### config.mk
export PLATFORM = sky130hd
export DESIGN_NAME = regfile_32x32
export DESIGN_NICKNAME = d
export VERILOG_FILES = /design/src/rtl/regfile_32x32.sv
export SDC_FILE = /design/constraint.sdc
export NUM_CORES = 2
export LEC_CHECK = 0
export ABC_AREA = 1
export CAP_MARGIN = 15
export CORE_AREA = 5 5 410 412
export CTS_CLUSTER_DIAMETER = 60
export CTS_CLUSTER_SIZE = 40
export DETAILED_ROUTE_END_ITERATION = 8
export DIE_AREA = 0 0 415 417
export HOLD_SLACK_MARGIN = 0.08
export PLACE_DENSITY = 0.48
export SYNTH_ARGS = -nofsm -noshare
export SYNTH_HDL_FRONTEND = slang
export SYNTH_SLANG_ARGS = --single-unit
### constraint.sdc
create_clock -name clk -period 2.08 [get_ports clk]
set_input_delay 0.624 -clock clk [delete_from_list [all_inputs] [get_ports clk]]
set_output_delay 0.624 -clock clk [all_outputs]
set_load 0.02 [all_outputs]
### src/rtl/regfile_32x32.sv
// 32-entry register file with a flat registered read bus and a sequential clear engine.
// Optional build macro REGFILE_ZERO_REG_EN makes register 0 read as constant zero.
module regfile_32x32 #(
    parameter int WIDTH  = 32,
    parameter int ADDR_W = 5
) (
    input  logic                            clk,
    input  logic                            rst,
    input  logic                            wvalid,
    output logic                            wready_o,
    input  logic [ADDR_W-1:0]               waddr,
    input  logic [WIDTH-1:0]                wdata,
    input  logic                            clr_req,
    output logic                            busy_o,
    output logic                            done_o,
    output logic [(2**ADDR_W)*WIDTH-1:0]    q_o
);

    localparam int                 DEPTH    = 2**ADDR_W;
    localparam logic [ADDR_W-1:0]  LAST_IDX = ADDR_W'(DEPTH - 1);

    typedef enum logic [0:0] {
        IDLE  = 1'b0,
        CLEAR = 1'b1
    } state_e;

    state_e             state_q, state_d;
    logic [ADDR_W-1:0]  cnt_q, cnt_d;
    logic               done_q, done_d;
    logic [WIDTH-1:0]   regs_q [DEPTH];
    logic [WIDTH-1:0]   regs_d [DEPTH];
    logic               write_acc_s;

    // State, index counter, done pulse and storage registers
    always_ff @(posedge clk) begin
        if (rst) begin
            state_q <= IDLE;
            cnt_q   <= {ADDR_W{1'b0}};
            done_q  <= 1'b0;
            for (int k = 0; k < DEPTH; k++) begin
                regs_q[k] <= {WIDTH{1'b0}};
            end
        end else begin
            state_q <= state_d;
            cnt_q   <= cnt_d;
            done_q  <= done_d;
            regs_q  <= regs_d;
        end
    end

    // Next-state logic; the counter never wraps, it is only reloaded on entry to CLEAR
    always_comb begin
        state_d = state_q;
        cnt_d   = cnt_q;
        done_d  = 1'b0;
        case (state_q)
            IDLE: begin
                if (clr_req) begin
                    state_d = CLEAR;
                    cnt_d   = {ADDR_W{1'b0}};
                end else begin
                    state_d = IDLE;
                end
            end
            CLEAR: begin
                if (cnt_q == LAST_IDX) begin
                    state_d = IDLE;
                    done_d  = 1'b1;
                end else begin
                    cnt_d = cnt_q + ADDR_W'(1);
                end
            end
            default: begin
                state_d = IDLE;
                cnt_d   = {ADDR_W{1'b0}};
            end
        endcase
    end

    // Output decode
    always_comb begin
        busy_o      = (state_q == CLEAR);
        wready_o    = !busy_o;
        done_o      = done_q;
        write_acc_s = wvalid && wready_o;
    end

    // Storage update: writes only land while idle, clear zeroes one entry per cycle
    always_comb begin
        regs_d = regs_q;
        if (state_q == CLEAR) begin
            regs_d[cnt_q] = {WIDTH{1'b0}};
        end else if (write_acc_s) begin
            regs_d[waddr] = wdata;
        end else begin
            regs_d = regs_q;
        end
`ifdef REGFILE_ZERO_REG_EN
        regs_d[0] = {WIDTH{1'b0}};
`endif
    end

    genvar g;
    generate
        for (g = 0; g < DEPTH; g++) begin : g_flat
            assign q_o[g*WIDTH +: WIDTH] = regs_q[g];
        end
    endgenerate

endmodule

---- Word level (Yosys, flattened, before mapping) ----
Index checks and enable logic that the tools add are counted.
storage, ports and cells
  bits in registers ....................... 1,031
  latch bits .............................. 0
  memory bits (writable) .................. 0
  ROM bits ................................ 0
  input port bits ......................... 41
  output and inout port bits .............. 1,027
  word-level logic and storage cells ...... 69
  memories ................................ 0
operators by class
  add/subtract/negate cells ............... 1
  multiply operators ...................... 0
  div/mod/pow operators ................... 0
  order comparisons ....................... 4
  equal/unequal tests ..................... 3
  shifts and indexed selects .............. 0
  mux-type cells .......................... 14
  bitwise gates (word level) .............. 5
  reductions and logical operators ........ 7
operator list
  cell                  number
  $mux 1024             2
  $and 1024x1024->1024  1
  $bwmux 1024           1
  $not 1024->1024       1
  $demux 32 s5          2
  $mux 32               2
  $ge 6x6->1 const B    2
  $lt 6x1->1 const B    2
  $not 5->6             2
  $mux 5                2
  $pmux 5 s2            1
  $add 5x1->5 const B   1
  $eq 5x5->1 const B    1
  $ne 2x2->1 const B    2
  $logic_and 1x1->1     3
  $mux 1                3
  $pmux 1 s2            1
  $reduce_and 2->1      1
  $reduce_bool 2->1     1
  $reduce_or 2->1       1
  $logic_not 1->1       1
  $not 1->1             1

---- Logic depth before layout (Yosys ltp) ----
  depth after elaboration ................. 8
  mapped depth ............................ 10
  gate-level depth less buffers ........... 10

---- Worst setup path before layout ----
No wires, ideal clock.
  kind .................................... input -> register
  from .................................... input port waddr[2]
  to ...................................... register regs_q (netlist bit q_o[100])
  library setup time ...................... 0.070 ns
  arrival ................................. 1.694 ns
  data required time ...................... 2.010 ns
  path slack .............................. 0.316 ns
  stages on the path ...................... 7
  path through ............................ buf_2 > inv_2 > nand3_1 > nor2_1 > clkbuf_1 > nand2_1 > a21oi_1
between the ends
  longest elaborated chain between the ends .. 8
  elaborated cells on any way between the ends .. 9
  classes of those cells .................. order compare (2); mux (5); bitwise (1); reduce/logical (1)
ends and longest elaborated chain
  element                                                                line  source
  start: declaration                                                     11    input logic [ADDR_W-1:0] waddr,
  $not 5->6 (implied by the code) *                                      94    regs_d[waddr] = wdata;
  $ge 6x6->1 (implied by the code) / $lt 6x1->1 (equally long branches)  94
  $logic_and 1x1->1 (implied by the code)                                94
  $mux 32 (implied by the code)                                          94
  $demux 32 s5 *                                                         94
  $bwmux 1024 *                                                          94
  $mux 1024 *                                                            93    end else if (write_acc_s) begin
  $mux 1024 *                                                            91    if (state_q == CLEAR) begin
  end signal: indexed assignment                                         41    regs_q[k] <= {WIDTH{1'b0}};
  end signal: assignment                                                 47    regs_q <= regs_d;
  end: declaration                                                       30    logic [WIDTH-1:0] regs_q [DEPTH];
Every way passes the cells marked *; elsewhere a longest branch is shown, timed or not. The select of a mux whose other input is x is not followed.
A chain may end at the register's enable or synchronous reset.

---- Final worst setup path ----
  from .................................... register regs_q (netlist bit q_o[839])
  to ...................................... output port q_o[839]
RTL lines
  element           line  source
  end: declaration  16    output logic [(2**ADDR_W)*WIDTH-1:0] q_o
No word-level cell between the ends.

==> results.cfg <==
[logic_synthesis]
synthesis.instances = 4805
ys_seq_elements = 1031
synth.cell_area_sq_mm = 0.0376
synth_top_cell_by_area = dfxtp_1
synth_top_area_frac = 0.549
synth_seq_area_share = 0.549
syn_area_per_cell_sq_um = 7.82
post_synth_num_cell_types = 17
synthesis.yosys.warnings = 0
synthesis.nets = 4853
yosys-top-cells-area = dfxtp_1, nand3_1, a21oi_1

[place]
detailedPlacementHpwl_um = 144000
gp_routability_congestion = 0.809
placement.io_buffers = 1067

[setup_path]
timing.rr.start = cnt_q[0]$_SDFFE_PP0P_
path_max_fanout = 2
reg2reg_to = q_o[134]$_SDFFE_PP0P_
critPathLaunch = q_o[839]$_SDFFE_PP0P_
critical_path_class = register to output port
critPathCapture = q_o[839]
critPathRequiredTime_ns = 1.46
cpMaxStageDelayCell = clkdlybuf4s15_1
cp.buffers_inverters = 1
timing.critical_path.from_type = register
cp.depth = 1
path_cells = clkdlybuf4s15_1
cp_data_arrival_time_ns = 1.38
worstRegToRegCells = 8
cp-end-kind = output port
critical_path.top_delay_family = buffers and inverters
rrSetupSlack_ns = 0.16
cp_slowest_stage_delay_ns = 0.36

[die]
core_sq_mm = 0.164
die_width_um = 415
fp.dieArea_sq_mm = 0.173
fp-row-count = 149
die_h_um = 417
io-pin-count = 1068
initial_utilization = 0.229

[finish]
syn_to_final_growth_pct = 49.3
final_net_count = 5774
layout_common_cells = nand2_1, nand3_1, a21oi_1
fill_count = 17100
post_route_cells_drive_above_1_share = 0.252
mostFrequentLayoutCell = nand2_1
postLayoutCoreUtil = 0.342

[clocking]
clk_pin_slew_ns = 0.08
cts_tree = built
ctsLongestPathBuffers = 3
numCtsBuffers = 103
clock_tree.root_cell = clkbuf_16
cts_max_level = 3
cts.sinks = 1031
clkLatencyLatePin_ns = 0.76

[route]
routed_wl_um = 221000
wl_per_cell_um = 27.5
remaining_antenna_violation_count = 0
via_per_inst = 5.01
first_iter_violations = 4160
drc_errors = 0
via_count = 40100
firstDrtPassIters = 6

[sta]
hold_viol = 0
worst_slew_pin_slew_ns = 0.684
final-setup-viol-count = 0
finalSetupTns_ns = 0
finalCriticalPeriod_ns = 2.01
rsz0062_at_grt = no
final_period_util = 0.966
timing_max_transition_violations_final = 0
fmaxAchievable_mhz = 498
worst_case_clock_skew_ns = 0.0583
rel_slew_slack = 0.542

[global_route]
globalRoute.totalOverflow = 0
largest_net_degree_at_the_start_of_global_routing = 97
antenna_found_initial = 14
first_pass_grt_wire_length_um = 300000
grt_pass1_vias = 37200
gr-usage-all-layers = 0.239

[worst_hold_path]
min-delay-path-class = input port to register

[flow_run]
max_cap_viol_count = 0

[run_status]
result_of_the_run = finished clean

[pwr]
power.density_cell_area_mw_per_mm2 = 768
p_leak_uw = 0.0192
total_power_uw = 43100
ir_drop_uv = 788
## tightest hold or removal path: stages
cell and delay [ns]:
buf_2 0.20, nand2_1 0.10, a21oi_1 0.06
## metal layers
layer  GRT usage  vias to the layer above  share of wire
li1            -                    18000              -
met1       0.291                    19700           0.39
met3      0.0548                      447          0.080
met4       0.122                        2          0.057
met2       0.397                     1921           0.47
met5           0                        -       0.000077
## area by class of cell
class                           count  area (sq um)  area share
Clock buffer                      113          2660      0.0473
Tap cell                         2189          2740      0.0488
Multi-Input combinational cell   3240         15100       0.269
Sequential cell                  1031         20600       0.368
Antenna cell                        6          15.0    0.000268
Inverter                           32           123     0.00219
Clock inverter                     81          1100      0.0195
Timing Repair Buffer             1318         13700       0.245
## synth_stat cells
library cell,count
inv_1,25
nor2_4,2
dfxtp_1,1031
a21oi_1,1030
nand2_1,1087
ha_1,7
nor2_2,9
inv_2,7
nand2_2,4
nor2_1,40
o21ai_0,5
nor3_1,2
clkbuf_1,428
buf_2,39
buf_1,35
nand4_2,1
nand3_1,1053
## sequential cells by signal, indices dropped and copies added, names as in the netlist
name	cells
busy_o	1
done_o	1
q_o	1024
cnt_q	5
## logic make-up (layout without fill, tap and decap cells)
logic type	count (synthesis)	in the layout	synth area share
simple gates	2198	2198	0.256
compound gates	1035	1035	0.138
flops	1031	1031	0.549
buf+inv	534	1544	0.0546
fa+ha+maj	7	7	0.00233
other cells	0	6	0
## repair_timing
item	4_1_cts	5_1_grt
setup buffers	1	0
gates resized for setup	3353	40
hold endpoints to repair	0	0
endpoints found under the setup margin	1255	35
hold buffers	0	0
## through the flow
stage,setup WS (ns),hold slack [ns],area [sq um],cells
floorplan,0.316,0.458,37600,4805
global placement,-0.887,0.464,52900,7810
detailed placement,-0.875,0.468,52900,7810
CTS,-0.0319,0.191,56200,8005
global route,0.000483,0.240,56100,8005
finish,0.0715,0.262,56100,8010
## worst min path at each step
stage,from,to,slack (ns),cells after the start
finish,wdata[23],q_o[695]$_SDFFE_PP0P_,0.26,3
global route,wdata[7],q_o[39]$_SDFFE_PP0P_,0.24,3
CTS,wdata[7],q_o[359]$_SDFFE_PP0P_,0.19,3
detailed placement,q_o[30]$_SDFFE_PP0P_,q_o[30]$_SDFFE_PP0P_,0.47,2
global placement,q_o[630]$_SDFFE_PP0P_,q_o[630]$_SDFFE_PP0P_,0.46,2
floorplan,cnt_q[3]$_SDFFE_PP0P_,cnt_q[3]$_SDFFE_PP0P_,0.46,1
## power breakdown
part / total (uW) / internal (uW) / leakage, uW / switching, uW
Combinational: 2570 / 661 / 0.00906 / 1910
Clock: 20600 / 10900 / 0.00179 / 9740
Sequential: 19900 / 19800 / 0.00831 / 75.0
Total: 43100 / 31400 / 0.0192 / 11700
(Power assumes the default switching activity.)
